### config.mk
export PLATFORM = sky130hd
export DESIGN_NAME = imem_loader
export DESIGN_NICKNAME = d
export VERILOG_FILES = /design/src/rtl/imem_loader.sv
export SDC_FILE = /design/constraint.sdc
export NUM_CORES = 1
export LEC_CHECK = 0
export BUFFER_PORTS_ARGS = -buffer_cell sky130_fd_sc_hd__buf_2
export CORE_ASPECT_RATIO = 0.75
export CORE_MARGIN = 1.5
export CORE_UTILIZATION = 45
export DETAILED_ROUTE_END_ITERATION = 10
export HOLD_SLACK_MARGIN = 0.12
export PLACE_DENSITY = 0.72
export SETUP_SLACK_MARGIN = 0.02
export SYNTH_ARGS = -nofsm -noshare
export SYNTH_HDL_FRONTEND = slang
export SYNTH_SLANG_ARGS = --single-unit
### constraint.sdc
create_clock -name clk -period 1.8 [get_ports clk]
set_input_delay 0.09 -clock clk [delete_from_list [all_inputs] [get_ports clk]]
set_output_delay 0.09 -clock clk [all_outputs]
set_load 0.005 [all_outputs]
### src/rtl/imem_loader.sv
// Boot loader for the core's instruction memory: receives a framed byte
// stream (magic, 16-bit word count, little-endian words), writes the words
// sequentially into the instruction memory and releases the core when complete.
module imem_loader #(
  parameter int unsigned ADDR_W = 8,
  parameter logic [7:0]  MAGIC  = 8'hA5
) (
  input  logic              clk,
  input  logic              reset,
  input  logic [7:0]        byte_in,
  input  logic              byte_valid,
  output logic              byte_ready,
  output logic              imem_we,
  output logic [ADDR_W-1:0] imem_waddr,
  output logic [31:0]       imem_wdata,
  output logic              core_reset,
  output logic              core_pc_enable,
  output logic              load_done,
  output logic              load_error,
  output logic [ADDR_W:0]   words_loaded
);

  localparam int unsigned CNT_W = ADDR_W + 1;
  localparam int unsigned CAP   = 1 << ADDR_W;

  localparam logic [2:0] IDLE   = 3'd0;
  localparam logic [2:0] CNT_LO = 3'd1;
  localparam logic [2:0] CNT_HI = 3'd2;
  localparam logic [2:0] DATA   = 3'd3;
  localparam logic [2:0] WRITE  = 3'd4;
  localparam logic [2:0] DONE   = 3'd5;
  localparam logic [2:0] ERROR  = 3'd6;

  logic [2:0]        state;
  logic [2:0]        state_next;
  logic              take;
  logic [7:0]        n_lo;
  logic [31:0]       count_full;
  logic [ADDR_W-1:0] word_idx;
  logic [ADDR_W-1:0] n_last;
  logic [1:0]        byte_idx;
  logic [23:0]       word_buf;

  // Handshake: the loader only listens while parsing the header or data bytes.
  always_comb begin
    byte_ready = 1'b0;
    if (state == IDLE || state == CNT_LO || state == CNT_HI || state == DATA)
      byte_ready = 1'b1;
    take       = byte_valid & byte_ready;
    count_full = {16'd0, byte_in, n_lo};
  end

  // State register.
  always_ff @(posedge clk) begin
    if (reset) state <= IDLE;
    else       state <= state_next;
  end

  // Next-state logic; DONE and ERROR are terminal until reset.
  always_comb begin
    state_next = state;
    case (state)
      IDLE:   if (take && byte_in == MAGIC) state_next = CNT_LO;
      CNT_LO: if (take) state_next = CNT_HI;
      CNT_HI: begin
        if (take) begin
          if (count_full > CAP)           state_next = ERROR;
          else if (count_full == 32'd0)   state_next = DONE;
          else                            state_next = DATA;
        end
      end
      DATA:   if (take && byte_idx == 2'd3) state_next = WRITE;
      WRITE:  state_next = (word_idx == n_last) ? DONE : DATA;
      default: state_next = state;
    endcase
  end

  // Datapath: header capture, word assembly, write strobe and status outputs.
  always_ff @(posedge clk) begin
    if (reset) begin
      n_lo           <= 8'd0;
      n_last         <= '0;
      word_idx       <= '0;
      byte_idx       <= 2'd0;
      word_buf       <= 24'd0;
      imem_we        <= 1'b0;
      imem_waddr     <= '0;
      imem_wdata     <= 32'd0;
      words_loaded   <= '0;
      core_reset     <= 1'b1;
      core_pc_enable <= 1'b0;
      load_done      <= 1'b0;
      load_error     <= 1'b0;
    end else begin
      imem_we <= 1'b0;
      case (state)
        CNT_LO: if (take) n_lo <= byte_in;
        CNT_HI: begin
          if (take) begin
            n_last   <= ADDR_W'(count_full - 32'd1);
            word_idx <= '0;
            byte_idx <= 2'd0;
          end
        end
        DATA: begin
          if (take) begin
            byte_idx <= byte_idx + 2'd1;
            case (byte_idx)
              2'd0: word_buf[7:0]   <= byte_in;
              2'd1: word_buf[15:8]  <= byte_in;
              2'd2: word_buf[23:16] <= byte_in;
              default: begin
                // Last lane bypasses the buffer so the write lands next cycle.
                imem_we    <= 1'b1;
                imem_waddr <= word_idx;
                imem_wdata <= {byte_in, word_buf};
              end
            endcase
          end
        end
        WRITE: begin
          words_loaded <= words_loaded + CNT_W'(1);
          if (word_idx != n_last) word_idx <= word_idx + ADDR_W'(1);
        end
        default: ;
      endcase
      core_reset     <= (state_next != DONE);
      core_pc_enable <= (state_next == DONE);
      load_done      <= (state_next == DONE);
      load_error     <= (state_next == ERROR);
    end
  end

endmodule
-- Word-level counts from Yosys, hierarchy flattened
Cells that the tools add are included.
- word-level logic and storage cells: 76
- input bits: 11
- register bits after elaboration: 106
- equal/unequal tests: 16
- bitwise gates (word level): 4
- $add $sub $neg: 4
- $lt $le $gt $ge: 1
- reductions and logical operators: 20
- muxes and demuxes: 16
- operator list (cell ; count):
    logical NOT 32 bit ; 1
    2-to-1 mux 3 bit ; 7
    AND reduction 3 bit ; 6
    greater-than comparator 16 x 9 -> 1 bit, second input constant ; 1
    2-to-1 mux 8 bit ; 2
    case mux 8 bit (2 select lines) ; 1
    case mux 3 bit (5 select lines) ; 1
    adder 9 x 1 -> 9 bit, second input constant ; 1
    == test 3 bit, second input constant ; 3
    adder 8 x 1 -> 8 bit, second input constant ; 1
    == test 8 bit ; 1
    == test 8 bit, second input constant ; 1
    != test 8 bit ; 1
    subtractor 8 x 1 -> 8 bit, second input constant ; 1
    == test 3 x 2 -> 1 bit, second input constant ; 2
    != test 2 bit, second input constant ; 3
    OR reduction 3 bit ; 2
    == test 2 bit, second input constant ; 2
    2-to-1 mux 2 bit ; 2
    case mux 2 bit (2 select lines) ; 1
    AND reduction 2 bit ; 2
    nonzero test 2 bit ; 2
    == test 3 x 1 -> 1 bit, second input constant ; 1
    logical NOT 3 bit ; 1
    9 further kinds ; 15

-- Depth between registers and ports, before layout
Gate-level depths: netlist of the first run.
- word-level depth: 10
- depth in mapped cells: 7

-- Least setup slack after synthesis of the first run
Ideal clock, no wire load.
- path type: register to register
- from: register n_lo[0]
- to: register load_done
- arrival time: 1.603 ns
- slack: 0.082 ns
- period minus slack after synthesis: 1.718 ns
- cell stages (with the launch flop): 8
- required time: 1.684 ns
- path through: dfxtp_1 inv_1 ha_1 nor3b_1 a21boi_0 o32ai_1 a222oi_1 and3b_1
- cells in the longest elaborated chain, start to end: 6
- elaborated cells on any way between the ends: 7
- ends and longest elaborated chain (element ; line ; source):
    from (decl) ; 37 ; logic [7:0] n_lo;
    from (signal assigned) ; 97 ; CNT_LO: if (take) n_lo <= byte_in;
    branches (longest 2 deep; another with greater-than comparator 16 x 9 -> 1 bit) ; -- ;
    2-to-1 mux 3 bit * ; 67 ; if (count_full > CAP) state_next = ERROR;
    2-to-1 mux 3 bit * ; 66 ; if (take) begin
    case mux 3 bit (5 select lines) * ; 62 ; case (state)
    == test 3 bit * ; 129 ; load_done <= (state_next == DONE);
    to (signal assigned) ; 129 ;
    to (decl) ; 18 ; output logic load_done,
Mark *: on every way between the ends.
A chain may end at the register's enable or synchronous reset.

-- Final worst setup path of the first run
- from: register n_lo[1]
- to: register state[0]
- cells in the longest elaborated chain, start to end: 4
- ends and longest elaborated chain (element ; line ; source):
    greater-than comparator 16 x 9 -> 1 bit ; 67 ;
    2-to-1 mux 3 bit ; 67 ;
    2-to-1 mux 3 bit ; 66 ;
    case mux 3 bit (5 select lines) ; 62 ;
    to (signal assigned) ; 56 ; else state <= state_next;
    to (decl) ; 34 ; logic [2:0] state;
Every way passes these cells.

==> impl_metrics.json, run 1 <==
{
  "status": "completed",
  "p_sw_mw": 0.9078,
  "syn_avg_cell_area_sq_um": 8.194,
  "dieHeight_um": 88.24,
  "grt_antenna_before_repair": 0,
  "syn2layout_area_growth_pct": 24.71,
  "cp_max_fo": 3,
  "end_kind": "flop",
  "nets": 630,
  "wl_um": 10630,
  "initial_core_util_pct": 47.21,
  "drv_cap": 0,
  "final_common_cell": "nand2_1",
  "hold_path.class": "in -> reg",
  "grt_max_degree": 100,
  "swShare_pct": 21.28,
  "place_hpwl_um": 7093,
  "via_per_inst": 5.242,
  "dp.cells": 718,
  "critPathKind": "reg -> reg",
  "cts_sinks": 106,
  "core_sq_um": 9234,
  "r2r_end": "state[0]",
  "rsz0062_at_grt": "true",
  "min_period_ns": 1.750,
  "path_clk_slew_ns": 0.07,
  "reg2reg_slack_ns": 0.05,
  "min_path_cells": 4,
  "cts_tree": "yes",
  "ys_async_sr_fraction_pct": 0,
  "maxSlewViolCount": 0,
  "netlist_area_sq_um": 4359,
  "met3_usage_pct": 4.863,
  "crit_arrival_ns": 1.97,
  "crit_required_ns": 2.02,
  "dieArea_sq_um": 10290,
  "fin_cells": 743,
  "power_density_nw_per_um2": 784.6,
  "worstRegToRegCells": 8,
  "vdd_drop_max_v": 0.0006615,
  "drc": 0,
  "drive_above_1_share_pct": 23.90,
  "leakagePower_nw": 2.155,
  "hold_viol_final": 0,
  "grt_pass1_wl_um": 16980,
  "fin_util_pct": 58.88,
  "drtPass1Iterations": 5,
  "ys_seq_area_share_pct": 48.68,
  "die_w_um": 116.7,
  "synth_cells": 532,
  "worstSkewPairLatency_ns": 0.35,
  "grt_use_total_pct": 21.34,
  "hold_end": "word_idx[6]",
  "grt_use_met1_pct": 29.17,
  "yosys_warnings": 0,
  "synth_nets": 552,
  "synth_ff_type": "dfxtp_1",
  "intPower_mw": 3.358,
  "io_pins": 66,
  "yosys.cell_types.count": 45,
  "wl_per_cell_um": 14.31,
  "row_count": 30,
  "reg2reg_from": "n_lo[1]",
  "fin_setup_tns_ns": 0,
  "fill_cells": 876,
  "drt_iter0_drc": 278,
  "finalCritPeriodShare_pct": 97.20,
  "finClkSkew_ns": 0.005974,
  "power.combinational.fraction_pct": 2.8,
  "overflow": 0,
  "seq_power_share_pct": 54.9,
  "final_cell_mix": "nand2_1, dfxtp_1, a21oi_1, buf_2, nand3_1",
  "worst_hold_slack_ns": 0.1633,
  "ys_ff_latch": 106,
  "clockBufferDepth": 2,
  "setup-violations-final": 0,
  "cts-buffers-inserted": 9,
  "worst_pin_slew_ns": 0.4338,
  "fmax_mhz": 571.6,
  "worstHoldStart": "reset",
  "vias": 3895,
  "grt_pass1_vias": 3497,
  "p_total_mw": 4.266,
  "slew_headroom_pct": 71.08,
  "root_buffer": "clkbuf_16",
  "antenna_cells": 0,
  "synth_edf_count": 0,
  "h-tree-depth": 3,
  "worstSetupStartpointType": "flop",
  "gp_congestion": 0.8444,
  "grt-busiest-layer": "met2",
  "numPortBuffers": 65,
  "grt_use_met2_pct": 33.21,
  "power.share.clock_pct": 42.2,
  "antenna_left": 0
}
registers in the layout, summed over array words and instances (netlist names):
| name | count |
|---|---|
| byte_idx | 2 |
| core_reset | 1 |
| imem_waddr | 8 |
| imem_wdata | 32 |
| imem_we | 1 |
| load_done | 1 |
| load_error | 1 |
| n_last | 8 |
| n_lo | 8 |
| state | 3 |
| word_buf | 24 |
| word_idx | 8 |
| words_loaded | 9 |
worst max-delay path by stage:
| stage | slack [ns] | start | to |
|---|---|---|---|
| floorplan | 0.08 | n_lo[0] | load_done |
| global placement | 0.07 | n_lo[0] | state[0] |
| detailed placement | -0.01 | n_lo[0] | state[0] |
| CTS | 0.02 | n_lo[0] | state[0] |
| global route | -0.08 | n_lo[1] | core_reset |
| finish | 0.05 | n_lo[1] | state[0] |
timing repair:
item,in CTS,in global routing
buffers inserted,0,2
hold endpoints to repair,35,0
resized for setup,3,34
endpoints found under the setup margin,5,25
pin swaps,2,12
hold buffers,7,0
gates cloned,0,0
synthesized netlist by cell type, drive strengths merged (4+ instances only):
master	count	area share, %
a211oi	9	1.5
a21oi	77	8.8
buf	17	2.2
clkbuf	20	1.7
dfxtp	106	49
ha	9	2.6
inv	9	0.77
mux2i	4	0.92
nand2	146	13
nand3	29	3.3
nand4	8	1.1
nor2	25	2.2
nor4	4	1.0
o21ai	7	0.80
or3	5	0.72
xnor2	4	0.80
xor2	17	3.4
logic make-up after synthesis:
| group | share of synthesized area [%] |
|---|---|
| buf+inv | 4.678 |
| mux | 0.9185 |
| flops | 48.68 |
| simple gates | 24.40 |
| fa+ha+maj | 2.583 |
| xor+xnor | 4.219 |
| compound gates | 14.52 |
stage by stage:
stage / setup WS (ns) / area (sq um)
global route: -0.08352 / 5436
CTS: 0.01875 / 5299
global placement: 0.06592 / 4952
floorplan: 0.08174 / 4359
finish: 0.05042 / 5436
detailed placement: -0.01011 / 4952
metal layers:
layer / part of all wire (%) / routed length, um
met1: 47 / 4970
met2: 47 / 4946
met3: 5.1 / 544
met4: 1.6 / 172
met5: 0 / 0
power by group through the flow:
stage	registers [mW]	logic [mW]	clock network [mW]
after floorplan	2.40	0.0487	0
after global placement	2.40	0.101	0
after detailed placement	2.40	0.102	0
after CTS	2.34	0.115	1.85
after global routing	2.34	0.128	1.94
final	2.34	0.121	1.80
critical path, cell delays in order (launching register included):
cell	delay, ns
dfxtp_2	0.33
inv_2	0.05
ha_4	0.15
nor3b_4	0.15
a21boi_2	0.21
o32ai_2	0.12
a222oi_1	0.39
buf_4	0.19
nor2_1	0.03
final cells by class:
class	count	area [sq um]	area share [%]
Timing Repair Buffer	104	676.9	12.45
Tap cell	128	160.2	2.946
Clock buffer	14	254.0	4.672
Clock inverter	2	12.51	0.2301
Inverter	9	33.78	0.6214
Sequential cell	106	2140	39.36
Multi-Input combinational cell	380	2160	39.72
Note: power is estimated with default switching activity, not from simulation.
==> run 2: changes to the inputs <==
HOLD_SLACK_MARGIN = default   (was 0.12)
PLACE_DENSITY = 0.69   (was 0.72)
clock period = 1.92 ns   (was 1.8 ns; I/O delays follow)
==> run 2 against run 1 <==
  * Cell count fell by 2.6%
  * Sequential power fell by 6%
  * Register-to-register slack gained 0.07 ns
  * Die area stayed put
  * Flip-flop and latch count did not move
  * First-iteration DRC count down 15%
  * Largest power group unchanged
  * Highest routed layer unchanged
==> impl_metrics.json, run 2 (synthesis gave the netlist of run 1 again) <==
{
  "worstSkewPairLatency_ns": 0.35,
  "h-tree-depth": 3,
  "antenna_left": 0,
  "place_hpwl_um": 7110,
  "core_sq_um": 9234,
  "p_sw_mw": 0.8346,
  "final_cell_mix": "nand2_1, dfxtp_1, a21oi_1, buf_2, nand3_1",
  "critPathKind": "reg -> reg",
  "worstHoldStart": "byte_in[6]",
  "wl_per_cell_um": 14.39,
  "seq_power_share_pct": 54.3,
  "grt_use_total_pct": 21.44,
  "power.combinational.fraction_pct": 2.3,
  "grt_antenna_before_repair": 0,
  "top_register": "imem_wdata",
  "end_kind": "flop",
  "intPower_mw": 3.218,
  "cp.buffers_inverters": 2,
  "dp.cells": 707,
  "final_common_cell": "nand2_1",
  "crit_start": "n_lo[1]",
  "wl_um": 10420,
  "grt_pass1_wl_um": 17040,
  "root_buffer": "clkbuf_16",
  "maxSlewViolCount": 0,
  "swShare_pct": 20.60,
  "overflow": 0,
  "hold_end": "n_lo[6]",
  "drv_cap": 0,
  "worstSetupStartpointType": "flop",
  "power_density_nw_per_um2": 781.7,
  "die_w_um": 116.7,
  "status": "completed",
  "min_period_ns": 1.803,
  "rsz0062_at_grt": "false",
  "finClkSkew_ns": 0.006648,
  "initial_core_util_pct": 47.21,
  "hold_viol_final": 0,
  "reg.largest.list": "imem_wdata: 32 flops, word_buf: 24 flops, words_loaded: 9 flops",
  "io_pins": 66,
  "drt_iter0_drc": 236,
  "crit_chain": "inv_1 > ha_1 > nor3b_2 > a21boi_1 > o32ai_1 > a222oi_1 > buf_4 > and3b_1",
  "vias": 3780,
  "path_clk_slew_ns": 0.07,
  "dieHeight_um": 88.24,
  "cts_sinks": 106,
  "r2r_end": "load_done",
  "worstRegToRegCells": 8,
  "p_total_mw": 4.052,
  "worst_pin_slew_ns": 0.6233,
  "min_path_cells": 3,
  "grt_max_degree": 100,
  "cts_tree": "yes",
  "fin_cells": 724,
  "setup-violations-final": 0,
  "crit_slowest_cell": "dfxtp_1",
  "largest_reg_flops": 32,
  "cts-buffers-inserted": 9,
  "reg2reg_slack_ns": 0.12,
  "hold_path.class": "in -> reg",
  "slowest_delay_ns": 0.36,
  "via_per_inst": 5.221,
  "power.share.clock_pct": 43.4,
  "drc": 0,
  "drtPass1Iterations": 4,
  "row_count": 30,
  "cpLargestDelayFamily": "compound AO/OA/AOI/OAI gates",
  "drive_above_1_share_pct": 18.62,
  "reg2reg_from": "n_lo[1]",
  "gp_congestion": 0.8830,
  "fmax_mhz": 554.8,
  "crit_required_ns": 2.16,
  "clockBufferDepth": 2,
  "numPortBuffers": 65,
  "nets": 613,
  "cts_hold_buffers": 0,
  "antenna_cells": 0,
  "leakagePower_nw": 2.061,
  "grt_pass1_vias": 3530,
  "fill_cells": 907,
  "dieArea_sq_um": 10290,
  "crit_arrival_ns": 2.05,
  "finalCritPeriodShare_pct": 93.88,
  "slew_headroom_pct": 58.01,
  "vdd_drop_max_v": 0.0005834,
  "syn2layout_area_growth_pct": 18.91,
  "cp_max_fo": 4
}
-- run 2: metal layers --
layer  share of wire (%)  vias up  GRT usage (%)
met5                   0        -              0
met4                 1.0        0          5.586
met3                 5.5        7          6.233
met2                  46       92          33.74
met1                  47     1768          29.21
li1                    -     1913              -
-- run 2: cell type report --
type / count / area (sq um) / area share [%]
clock buffer: 11 / 232.7 / 4.489
clock inverter: 3 / 42.54 / 0.8207
multi-input combinational: 380 / 2062 / 39.78
sequential: 106 / 2125 / 40.98
timing repair buffer: 87 / 528.0 / 10.19
tap: 128 / 160.2 / 3.090
inverter: 9 / 33.78 / 0.6517
-- run 2: worst max-delay path by stage --
stage | endpoint | cells past startpoint
finish | load_done | 8
global route | word_idx[7] | 5
CTS | load_done | 8
detailed placement | load_done | 7
global placement | load_done | 7
floorplan | load_done | 7
-- run 2: timing repair --
item	4_1_cts	5_1_grt
setup endpoints to repair	2	5
buffers inserted	1	2
resized for setup	1	4
pin swaps	1	1
endpoints found under the hold margin	0	0
-- run 2: stage by stage --
step	TNS (ns)	setup WS, ns	util [%]	instance area (sq um)	hold WS, ns
2_1_floorplan	0	0.2017	-	4359	0.2320
3_3_place_gp	0	0.05889	52.74	4870	0.4156
3_5_place_dp	-0.03331	-0.03331	52.74	4870	0.4230
4_1_cts	0	0.06854	55.80	5152	0.05715
5_1_grt	0	0.01782	56.14	5184	0.07773
6_report	0	0.1174	56.14	5184	0.07020
-- run 2: tightest hold or removal path: cells and delay by family --
family                 cells  cell delay, ns
AO/OA/AOI/OAI              1            0.05
buffers and inverters      1            0.15
AND/OR/NAND/NOR            1            0.07
-- run 2: power groups by stage --
stage,logic (mW),clock network (mW),registers (mW)
2_1_floorplan,0.0456,0,2.25
3_3_place_gp,0.0932,0,2.25
3_5_place_dp,0.0941,0,2.25
4_1_cts,0.0943,1.81,2.20
5_1_grt,0.103,1.90,2.20
6_report,0.0950,1.76,2.20
